### src/rtl/if_id_buf_pkg.sv
// Shared constants for the IF->ID stage buffer: bubble values, hold codes and bus widths.
package if_id_buf_pkg;

  localparam int INST_BUS_W = 32;
  localparam int ADDR_BUS_W = 32;
  localparam int INT_BUS_W  = 8;
  localparam int HOLD_BUS_W = 3;

  localparam logic [INST_BUS_W-1:0] INST_NOP  = 32'h0000_0013;
  localparam logic [ADDR_BUS_W-1:0] ZERO_WORD = '0;
  localparam logic [INT_BUS_W-1:0]  INT_NONE  = '0;

  localparam logic [HOLD_BUS_W-1:0] HOLD_NONE = 3'd0;
  localparam logic [HOLD_BUS_W-1:0] HOLD_IF   = 3'd1;
  localparam logic [HOLD_BUS_W-1:0] HOLD_ID   = 3'd2;
  localparam logic [HOLD_BUS_W-1:0] HOLD_EX   = 3'd3;

  // Hold codes are ordered, so a stage stalls for its own level and every deeper one.
  function automatic logic is_held(input logic [HOLD_BUS_W-1:0] code,
                                   input logic [HOLD_BUS_W-1:0] lvl);
    return code >= lvl;
  endfunction

endpackage

### src/rtl/if_id_buf_fifo.sv
// Generic circular FIFO storage with wrapping pointers, occupancy count and synchronous flush.
module if_id_buf_fifo
  import if_id_buf_pkg::*;
#(
  parameter int W     = 72,
  parameter int DEPTH = 2,
  parameter int CNT_W = $clog2(DEPTH + 1)
) (
  input  logic             clk,
  input  logic             rst,
  input  logic             push,
  input  logic             pop,
  input  logic             flush,
  input  logic [W-1:0]     wr_data,
  output logic [W-1:0]     rd_data,
  output logic [CNT_W-1:0] count
);

  localparam int PTR_W = $clog2(DEPTH);

  logic [W-1:0]     mem [DEPTH];
  logic [PTR_W-1:0] wr_ptr;
  logic [PTR_W-1:0] rd_ptr;

  // Pointers rely on natural overflow, hence the power-of-two DEPTH.
  always_ff @(posedge clk or posedge rst) begin
    if (rst) begin
      wr_ptr <= '0;
      rd_ptr <= '0;
      count  <= '0;
    end else if (flush) begin
      wr_ptr <= '0;
      rd_ptr <= '0;
      count  <= '0;
    end else begin
      if (push) wr_ptr <= wr_ptr + PTR_W'(1);
      if (pop)  rd_ptr <= rd_ptr + PTR_W'(1);
      case ({push, pop})
        2'b10:   count <= count + CNT_W'(1);
        2'b01:   count <= count - CNT_W'(1);
        default: count <= count;
      endcase
    end
  end

  always_ff @(posedge clk) begin
    if (push && !flush) mem[wr_ptr] <= wr_data;
  end

  assign rd_data = mem[rd_ptr];

endmodule

### src/rtl/if_id_buf.sv
// IF->ID stage buffer: FIFO of fetched entries with hold gating, flush and a NOP bubble when empty.
module if_id_buf
  import if_id_buf_pkg::*;
#(
  parameter int                 INST_W       = INST_BUS_W,
  parameter int                 ADDR_W       = ADDR_BUS_W,
  parameter int                 INT_W        = INT_BUS_W,
  parameter int                 DEPTH        = 2,
  parameter int                 HOLD_W       = HOLD_BUS_W,
  parameter logic [HOLD_W-1:0]  HOLD_LVL     = HOLD_IF,
  parameter logic [INST_W-1:0]  NOP_VAL      = INST_NOP,
  parameter logic [INT_W-1:0]   INT_NONE_VAL = INT_NONE,
  localparam int                CNT_W        = $clog2(DEPTH + 1)
) (
  input  logic              clk,
  input  logic              rst,
  input  logic              in_valid_i,
  output logic              in_ready_o,
  input  logic [INST_W-1:0] inst_i,
  input  logic [ADDR_W-1:0] inst_addr_i,
  input  logic [INT_W-1:0]  int_flag_i,
  input  logic [HOLD_W-1:0] hold_flag_i,
  input  logic              flush_i,
  output logic              out_valid_o,
  input  logic              out_ready_i,
  output logic [INST_W-1:0] inst_o,
  output logic [ADDR_W-1:0] inst_addr_o,
  output logic [INT_W-1:0]  int_flag_o,
  output logic [CNT_W-1:0]  count_o
);

  localparam int ENT_W = INST_W + ADDR_W + INT_W;

  logic             hold;
  logic             push;
  logic             pop;
  logic [ENT_W-1:0] head;
  logic [CNT_W-1:0] count;

  assign hold = (hold_flag_i >= HOLD_LVL);

  // No pass-through when full: a pop this cycle only frees the slot for the next one.
  assign in_ready_o  = !rst && !hold && !flush_i && (count < CNT_W'(DEPTH));
  assign out_valid_o = (count != '0) && !hold;
  assign push        = in_valid_i && in_ready_o;
  assign pop         = out_valid_o && out_ready_i;
  assign count_o     = count;

  if_id_buf_fifo #(
    .W     (ENT_W),
    .DEPTH (DEPTH),
    .CNT_W (CNT_W)
  ) u_fifo (
    .clk     (clk),
    .rst     (rst),
    .push    (push),
    .pop     (pop),
    .flush   (flush_i),
    .wr_data ({inst_i, inst_addr_i, int_flag_i}),
    .rd_data (head),
    .count   (count)
  );

  // Head data stays visible under hold; only out_valid_o is suppressed.
  always_comb begin
    inst_o      = NOP_VAL;
    inst_addr_o = '0;
    int_flag_o  = INT_NONE_VAL;
    if (count != '0) begin
      {inst_o, inst_addr_o, int_flag_o} = head;
    end
  end

endmodule

### config.mk
export PLATFORM = sky130hd
export DESIGN_NAME = if_id_buf
export DESIGN_NICKNAME = d
export VERILOG_FILES = /design/src/rtl/if_id_buf_pkg.sv /design/src/rtl/if_id_buf_fifo.sv /design/src/rtl/if_id_buf.sv
export SDC_FILE = /design/constraint.sdc
export NUM_CORES = 1
export LEC_CHECK = 0
export ABC_AREA = 1
export ABC_CLOCK_PERIOD_IN_PS = 5730
export CORE_ASPECT_RATIO = 1.1
export CORE_MARGIN = 2
export CORE_UTILIZATION = 49
export CTS_CLUSTER_SIZE = 14
export DETAILED_ROUTE_END_ITERATION = 8
export PLACE_DENSITY = 0.81
export SLEW_MARGIN = 5
export SYNTH_ARGS = -nofsm -noshare
export SYNTH_HDL_FRONTEND = slang
export SYNTH_HIERARCHICAL = 1
export SYNTH_SLANG_ARGS = --single-unit
### constraint.sdc
create_clock -name clk -period 5.73 [get_ports clk]
set_input_delay 0.8595 -clock clk [delete_from_list [all_inputs] [get_ports clk]]
set_output_delay 0.8595 -clock clk [all_outputs]
set_load 0.1 [all_outputs]
==> summary.md, run 1 <==
| Metric | Value |
|---|---|
| PwrDens | 324 nW/um^2 |
| Synth Cell Area | 6320 um^2 |
| Slew headroom | 32.9% |
| Cells after synthesis | 424 |
| Register area share after synthesis | 70.0% |
| Post-synth EDFFs | 144 |
| Flop and latch count out of synthesis | 148 |
| Clock Skew | 0.00699 ns |
| Fill cells | 908 |
| Post-CTS setup buffers | 0 |
| Area grow syn2layout | 36.0% |
| Die ar. | 13800 um^2 |
| Design area | 8600 um^2 |
| Setup TNS | 0 ns |
| Adder-cell share of the synthesized area | 0% |
| Port buffer count | 155 |
| Initial antenna violation count | 0 |
| Startpoint types | register |
| Crit path max-delay family | buffers and inverters |
| Largest net degree at the start of global routing | 45 |
| Nets | 669 |
| FF-to-FF End | u_fifo/mem[0][39] |
| Vias in the first global route | 3751 |
| Status | finished, final reports clean |
| Worst R2R Setup Slack | 3.05 ns |
| Seq. cell area | 4430 um^2 |
| Crit-path max FO | 44 |
| Data arrival time of the critical path | 3.30 ns |
| Min Tclk post-route | 4.16 ns |
| HP Class | reg -> reg |
| Dpl cell area | 8010 um^2 |
| Post-synth top area cell | edfxtp_1 |
| GPL Wtd Cong | 0.724 |
| CTS tree | yes |
| Synth cell types | 17 |
| CP endpoint | inst_o[4] |
| Pleak | 0.00334 uW |
| Hold-fix buffers at CTS | 0 |
| Syn_area_per_cell | 14.9 um^2 |
| Clock H-tree levels | 4 |
| DR DRC count | 0 |
| CP max stage delay | 0.97 ns |
| TritonCTS buffer count | 17 |
| VDD IR max | 0.218 mV |
| CP startpoint | u_fifo/rd_ptr |
| Vias | 3664 |
| Synth Area in Simple Gates | 6.29% |
| ANT cells | 0 |
| Synth Flop Type | edfxtp_1 |
| Rows | 43 |
| Synth top area share | 68.4% |
| Routed wire per std cell | 15.3 um |
| Initial Util | 50.2% |
| Number of max-cap violations | 0 |
| Post-synthesis mux area share | 16.3% |
| Synth area leaders | edfxtp_1, mux2_4, inv_1, nor2_1, mux2_2 |
| Setup Viol. Count Final | 0 |
| Critical path depth in cells | 4 |
| Hold Vio Cnt, Final | 0 |
| Ratio of cells with drive above 1 in the final layout | 18.4% |
| Top cells by count, synth | edfxtp_1, inv_1, nor2_1 |
| DRT Pass-1 Iters | 4 |
| Global Route Usage Sum | 17.1% |
| Crit path buf inv count | 2 |
| Synth Area in XOR/XNOR | 0% |
| Ports | 156 |
| 1st-iter DRT viols | 174 |
| FF-to-FF Start | u_fifo/count[1] |
| Die Y | 123 um |
| Clock sinks | 148 |
| Clk_lat worst skew | 0.41 ns |
| Worst R2R Path Depth | 8 |
| WL final | 11600 um |
| Synth warn | 6 |
| Slowest cell on the critical path | clkdlybuf4s50_1 |
| Clock slew at reported path FFs | 0.05 ns |
| WS Path Type | reg -> out |
| First-pass GRT wire length | 18200 um |
| Root buf cell | clkbuf_16 |
| Die width | 112 um |
| Worst slew pin tran | 1.00 ns |
| Pins over their slew limit | 0 |
| Most frequent cell after synthesis | edfxtp_1 |
| Max clock buf depth | 2 |
| Post-synthesis async set-or-reset flop share | 2.70% |
| Main combinational cell family by area after synthesis | multiplexers |
| Synth Net Count | 504 |
| Worst EP required | 4.87 ns |
| RSZ-0062 raised after global routing | false |
| Dpl hpwl | 7690 um |
| Post-synthesis compound-gate area fraction | 0.237% |
| Critical path, cell by cell | buf_4, mux2_4, or2_1, clkdlybuf4s50_1 |
| Critical Path End Type | primary output |
| Fin crit share | 72.7% |
| Post-route antenna net violation count | 0 |
| Vias per cell | 4.83 |
| Final Util | 68.3% |
| FMAX | 240 MHz |
| Cts repair resizes | 0 |
| Multi-input gate area | 1460 um^2 |
| Core ar. | 12600 um^2 |
| Gr ovfl total | 0 |
## state kept, by name (all words and copies together) (netlist names)
signal	cells
u_fifo/count	2
u_fifo/rd_ptr	1
u_fifo/mem	144
u_fifo/wr_ptr	1
## logic make-up (layout without fill, tap and decap cells)
logic type,Yosys count,in the layout
mux,72,72
flops,148,148
buf+inv,100,278
simple gates,101,101
compound gates,3,3
## through the flow
stage	setup slack (ns)	instances	power, uW	hold slack, ns
2_1_floorplan	0.820	424	1570	0.481
6_report	1.57	759	2790	0.611
4_1_cts	1.52	759	2810	0.608
3_5_place_dp	1.96	727	1720	0.586
5_1_grt	1.42	759	2870	0.637
3_3_place_gp	2.00	727	1710	0.556
## layout make-up
| class | count | share of cell area, % |
|---|---|---|
| clock buffer | 20 | 5.08 |
| tap | 157 | 2.28 |
| multi-input combinational | 176 | 17.0 |
| timing repair buffer | 162 | 18.7 |
| clock inverter | 12 | 1.80 |
| sequential | 148 | 51.5 |
| inverter | 84 | 3.67 |
## layout by cell type, fill, tap and decap left out, types with 2 or more instances in the layout
master / n
nor2_1: 74
clkdlybuf4s50_1: 155
clkinvlp_4: 4
buf_4: 7
inv_1: 84
clkbuf_16: 17
nand2_1: 14
mux2_2: 14
inv_6: 2
nand4_1: 2
mux2_4: 58
or2_1: 3
clkbuf_1: 3
nand3_1: 4
edfxtp_1: 144
nor2_4: 3
dfrtp_1: 3
bufinv_16: 3
## routing by layer
metal,vias up,global-route usage (%),part of all wire (%)
met5,-,0,0
met4,0,5.34,0.55
met3,7,4.75,5.3
met2,126,30.7,53
met1,1778,20.1,41
li1,1753,-,-
## power breakdown
group | internal (uW) | total (uW) | switching [uW]
clock network | 686 | 1090 | 409
logic | 133 | 495 | 362
registers | 1190 | 1200 | 5.61
## worst min path at each step
| stage | startpoint | end | cells past startpoint | slack, ns |
|---|---|---|---|---|
| 5_1_grt | u_fifo/wr_ptr | u_fifo/wr_ptr | 1 | 0.64 |
| 3_3_place_gp | u_fifo/wr_ptr | u_fifo/wr_ptr | 1 | 0.56 |
| 2_1_floorplan | u_fifo/wr_ptr | u_fifo/wr_ptr | 1 | 0.48 |
| 6_report | u_fifo/wr_ptr | u_fifo/wr_ptr | 1 | 0.61 |
| 3_5_place_dp | u_fifo/wr_ptr | u_fifo/wr_ptr | 1 | 0.59 |
| 4_1_cts | u_fifo/wr_ptr | u_fifo/wr_ptr | 1 | 0.61 |
Power figures use the tool's default switching activity.
==> inputs of run 2 (changes only) <==
ABC_CLOCK_PERIOD_IN_PS = 3800   (was 5730)
CORE_UTILIZATION = 45   (was 49)
PLACE_DENSITY = 0.79   (was 0.81)
clock period = 3.8 ns   (was 5.73 ns; I/O delays follow)
==> summary.md, run 2 (synthesis gave the netlist of run 1 again) <==
| Metric | Value |
|---|---|
| CTS tree | yes |
| Crit path max-delay family | flip-flops |
| FMAX | 338 MHz |
| Die ar. | 15000 um^2 |
| Nets | 669 |
| Critical Path End Type | primary output |
| Clk_lat worst skew | 0.40 ns |
| Initial Util | 45.8% |
| First-pass GRT wire length | 17500 um |
| Dpl cell area | 7870 um^2 |
| Worst R2R Setup Slack | 1.72 ns |
| NetSw | 1220 uW |
| VDD IR max | 0.334 mV |
| Die Y | 128 um |
| Fill cells | 1070 |
| Most flops, register | u_fifo/mem |
| Root buf cell | clkbuf_16 |
| Max clock buf depth | 2 |
| Number of flip-flops in the largest register | 144 |
| Core ar. | 13800 um^2 |
| HP Class | in -> async |
| Crit path buf inv count | 3 |
| Clock Skew | 0.0103 ns |
| Worst EP required | 3.23 ns |
| Min Tclk post-route | 2.96 ns |
| Setup TNS | 0 ns |
| Crit-path max FO | 41 |
| Fin cells | 790 |
| Fin crit share | 78.0% |
| ANT cells | 0 |
| Clock power share | 38.4% |
| Int Pwr | 2890 uW |
| Cts repair resizes | 0 |
| Rows | 45 |
| Vias | 3597 |
| Pins over their slew limit | 0 |
| DRT Pass-1 Iters | 4 |
| Reg power frac | 43.8% |
| PwrDens | 487 nW/um^2 |
| Number of max-cap violations | 0 |
| Global Route Usage Sum | 15.6% |
| Ratio of cells with drive above 1 in the final layout | 31.4% |
| Startpoint types | register |
| FF-to-FF Start | u_fifo/count[1] |
| Critical path, cell by cell | buf_12, mux2_4, inv_1, nor2_1, buf_4 |
| Area grow syn2layout | 33.6% |
| Setup Viol. Count Final | 0 |
| Hold-fix buffers at CTS | 0 |
| Switch share | 29.7% |
| Ports | 156 |
| Design area | 8450 um^2 |
| Combinational power share | 17.8% |
| Slew headroom | 35.1% |
| Initial antenna violation count | 0 |
| Worst slew pin tran | 0.970 ns |
| Inst Count DP | 758 |
| Hold Vio Cnt, Final | 0 |
| Clock slew at reported path FFs | 0.07 ns |
| Post-CTS setup buffers | 0 |
| GPL Wtd Cong | 0.816 |
| Post-route antenna net violation count | 0 |
| Most common cell after layout, fill and taps aside | edfxtp_1 |
| Largest regs | u_fifo/mem (144), u_fifo/count (2) |
| Vias per cell | 4.55 |
| WL final | 11700 um |
| Gr ovfl total | 0 |
| 1st-iter DRT viols | 158 |
| Pleak | 0.00346 uW |
| Die width | 117 um |
| Status | finished, final reports clean |
| Vias in the first global route | 3637 |
| Most frequent cells in the layout | edfxtp_1, inv_1, clkdlybuf4s50_1 |
| Routed wire per std cell | 14.8 um |
| DR DRC count | 0 |
| Worst R2R Path Depth | 8 |
| CP max stage delay | 0.90 ns |
| Clock H-tree levels | 4 |
| Data arrival time of the critical path | 2.39 ns |
| Clock sinks | 148 |
| Port buffer count | 155 |
| Largest net degree at the start of global routing | 43 |
| Slowest cell on the critical path | dfrtp_4 |
| TritonCTS buffer count | 17 |
| FF-to-FF End | u_fifo/mem[0][3] |
| Dpl hpwl | 7990 um |
| WS Path Type | reg -> out |
| RSZ-0062 raised after global routing | false |
run 2: cell count changes in the layout (fill, tap and decap cells not counted):
cell             previous run  this run
clkdlybuf4s50_1           155        81
buf_4                       7        80
clkbuf_1                    3         0
bufinv_16                   3         1
clkinv_4                    1         3
inv_6                       2         4
inv_8                       0         2
buf_12                      0         1
clkinv_1                    1         0
clkinv_2                    1         2
clkinvlp_4                  4         3
run 2: layer usage:
| metal | track usage (%) | wire [um] |
|---|---|---|
| met5 | 0 | 0 |
| met1 | 18.5 | 4810 |
| met3 | 4.54 | 735 |
| met4 | 6.37 | 140 |
| met2 | 26.6 | 5970 |
run 2: worst max-delay path by stage:
stage / end / depth (start not counted) / startpoint / slack [ns]
floorplan: u_fifo/mem[0][0] / 7 / u_fifo/count[1] / -1.08
global placement: u_fifo/mem[1][24] / 9 / hold_flag_i[0] / 1.21
detailed placement: u_fifo/mem[0][21] / 9 / hold_flag_i[0] / 1.16
CTS: inst_o[27] / 5 / u_fifo/rd_ptr / 0.79
global route: int_flag_o[2] / 5 / u_fifo/rd_ptr / 0.71
finish: inst_addr_o[25] / 5 / u_fifo/rd_ptr / 0.84
run 2: final cells by class:
class | instances | area [um^2] | area share, %
inverters | 84 | 315 | 3.73
clock buffers | 17 | 425 | 5.04
multi-input cells | 176 | 1460 | 17.3
clock inverters | 15 | 146 | 1.73
well taps | 188 | 235 | 2.79
repair buffers | 162 | 1430 | 16.9
flip-flops and latches | 148 | 4430 | 52.4
run 2: power by group through the flow:
stage	clock [uW]	sequential [uW]	combinational [uW]
4_1_cts	1610	1800	737
2_1_floorplan	0	1840	527
3_3_place_gp	0	1840	729
6_report	1580	1800	732
5_1_grt	1680	1800	757
3_5_place_dp	0	1840	734
run 2: through the flow:
stage	total power [uW]	util [%]	setup slack, ns	hold slack, ns
floorplan	2370	-	-1.08	0.336
global placement	2570	57.1	1.21	0.572
detailed placement	2570	57.1	1.16	0.580
CTS	4150	61.2	0.787	0.375
global route	4240	61.2	0.708	0.399
finish	4120	61.2	0.837	0.397
run 2: worst register-to-register path: cells and delay by family (launching register included):
family | cells | cell delay [ns]
buffers and inverters | 2 | 0.51
AND/OR/NAND/NOR | 6 | 0.72
flip-flops | 1 | 0.46
==> inputs of run 3 (changes only) <==
ABC_CLOCK_PERIOD_IN_PS = 2680   (was 3800)
clock period = 2.68 ns   (was 3.8 ns; I/O delays follow)
==> summary.md, run 3 (synthesis gave the netlist of run 1 again) <==
| Metric | Value |
|---|---|
| Pins over their slew limit | 0 |
| Slew headroom | 65.1% |
| Hold Vio Cnt, Final | 0 |
| Setup TNS | 0 ns |
| Vias in the first global route | 3816 |
| Area grow syn2layout | 44.4% |
| Switch share | 30.0% |
| Root buf cell | clkbuf_16 |
| DRT Pass-1 Iters | 4 |
| Inst Count DP | 759 |
| M1 wire length | 4850 um |
| Rows | 45 |
| NetSw | 1780 uW |
| Largest regs | u_fifo/mem (144), u_fifo/count (2) |
| Startpoint types | register |
| Largest net degree at the start of global routing | 75 |
| Clock Skew | 0.00621 ns |
| Setup WS pre-CTS | 0.319 ns |
| Initial antenna violation count | 0 |
| Most flops, register | u_fifo/mem |
| Final Worst Setup Slack | 0.177 ns |
| Crit-path max FO | 27 |
| Worst EP required | 2.28 ns |
| Critical Path End Type | primary output |
| Worst slew pin tran | 0.519 ns |
| Routed wire per std cell | 14.9 um |
| Max clock buf depth | 2 |
| Fin crit share | 93.4% |
| WL final | 11800 um |
| Met2 WL | 6180 um |
| FF-to-FF End | u_fifo/mem[1][5] |
| Worst R2R Setup Slack | 0.70 ns |
| Die ar. | 15000 um^2 |
| CTS tree | yes |
| Port buffer count | 155 |
| Ratio of cells with drive above 1 in the final layout | 33.8% |
| Vias | 3639 |
| RSZ-0062 raised after global routing | false |
| Fin cells | 791 |
| Initial Util | 45.8% |
| Die Y | 128 um |
| Hold Slack | 0.229 ns |
| GPL Wtd Cong | 0.784 |
| Min Tclk post-route | 2.50 ns |
| Core ar. | 13800 um^2 |
| Post-CTS setup buffers | 0 |
| Met3 Wirelength | 635 um |
| Clock sinks | 148 |
| CP startpoint | u_fifo/rd_ptr |
| Cts repair resizes | 0 |
| Clk_lat worst skew | 0.41 ns |
| ANT cells | 0 |
| Data arrival time of the critical path | 2.10 ns |
| Dpl hpwl | 7940 um |
| Global Route Usage Sum | 16.5% |
| DR DRC count | 0 |
| Clock slew at reported path FFs | 0.06 ns |
| Setup Viol. Count Final | 0 |
| Status | finished, final reports clean |
| Die width | 117 um |
| FMAX | 400 MHz |
| FF-to-FF Start | u_fifo/count[1] |
| Most common cell after layout, fill and taps aside | edfxtp_1 |
| Ports | 156 |
| Nets | 670 |
| VDD IR max | 0.416 mV |
| TritonCTS buffer count | 17 |
| Highest routed layer | met4 |
| First-pass GRT wire length | 18700 um |
| Clock H-tree levels | 4 |
| Clock power share | 36.4% |
| Pleak | 0.00364 uW |
| PwrDens | 649 nW/um^2 |
| Int Pwr | 4150 uW |
| Gr ovfl total | 0 |
| Number of max-cap violations | 0 |
| Worst R2R Path Depth | 8 |
| Hold-fix buffers at CTS | 0 |
| HP Class | in -> async |
| Vias per cell | 4.60 |
| Most frequent cells in the layout | edfxtp_1, inv_1, clkdlybuf4s50_1 |
| WS Path Type | reg -> out |
| Post-route antenna net violation count | 0 |
| Combinational power share | 20.5% |
| Reg power frac | 43.1% |
| Number of flip-flops in the largest register | 144 |
| 1st-iter DRT viols | 141 |
## run 3: changes by cell type in the layout (fill, tap and decap cells not counted), sizes merged
| cell | previous run | this run |
|---|---|---|
| bufinv | 1 | 0 |
| inv | 90 | 91 |
| clkdlybuf4s50 | 81 | 79 |
| buf | 81 | 84 |
## run 3: stage by stage
stage / power, uW / utilization, % / area [um^2]
after floorplan: 3370 / - / 6370
after global placement: 3810 / 62.2 / 8590
after detailed placement: 3830 / 62.2 / 8590
after CTS: 5990 / 66.2 / 9130
after global routing: 6130 / 66.2 / 9130
final: 5920 / 66.2 / 9130
## run 3: power groups by stage
stage | sequential (uW) | clock [uW] | combinational, uW
after floorplan | 2610 | 0 | 753
after global placement | 2600 | 0 | 1210
after detailed placement | 2600 | 0 | 1220
after CTS | 2550 | 2210 | 1230
after global routing | 2550 | 2320 | 1260
final | 2550 | 2150 | 1220
## run 3: layer usage
layer	vias up	track usage [%]
li1	1751	-
met1	1752	20.2
met2	126	28.3
met3	10	4.35
met4	0	5.61
met5	-	0
## run 3: cell type report
class | instances | area [um^2]
timing repair buffer | 163 | 2110
inverter | 84 | 315
clock inverter | 15 | 121
fill | 973 | 4660
tap | 188 | 235
sequential | 148 | 4430
multi-input combinational | 176 | 1490
clock buffer | 17 | 425
## run 3: critical path, cell delays in order (launching register included)
cell     delay [ns]
dfrtp_4        0.69
buf_12         0.27
mux2_2         0.36
inv_1          0.06
nor2_1         0.05
buf_4          0.24
## run 3: how the worst max path moves through the flow
| stage | end | slack [ns] | cells past startpoint |
|---|---|---|---|
| after floorplan | inst_addr_o[0] | -0.41 | 4 |
| after global placement | u_fifo/mem[1][8] | 0.43 | 9 |
| after detailed placement | u_fifo/mem[1][5] | 0.32 | 9 |
| after CTS | inst_o[18] | 0.14 | 5 |
| after global routing | inst_o[29] | 0.07 | 5 |
| final | inst_o[18] | 0.18 | 5 |
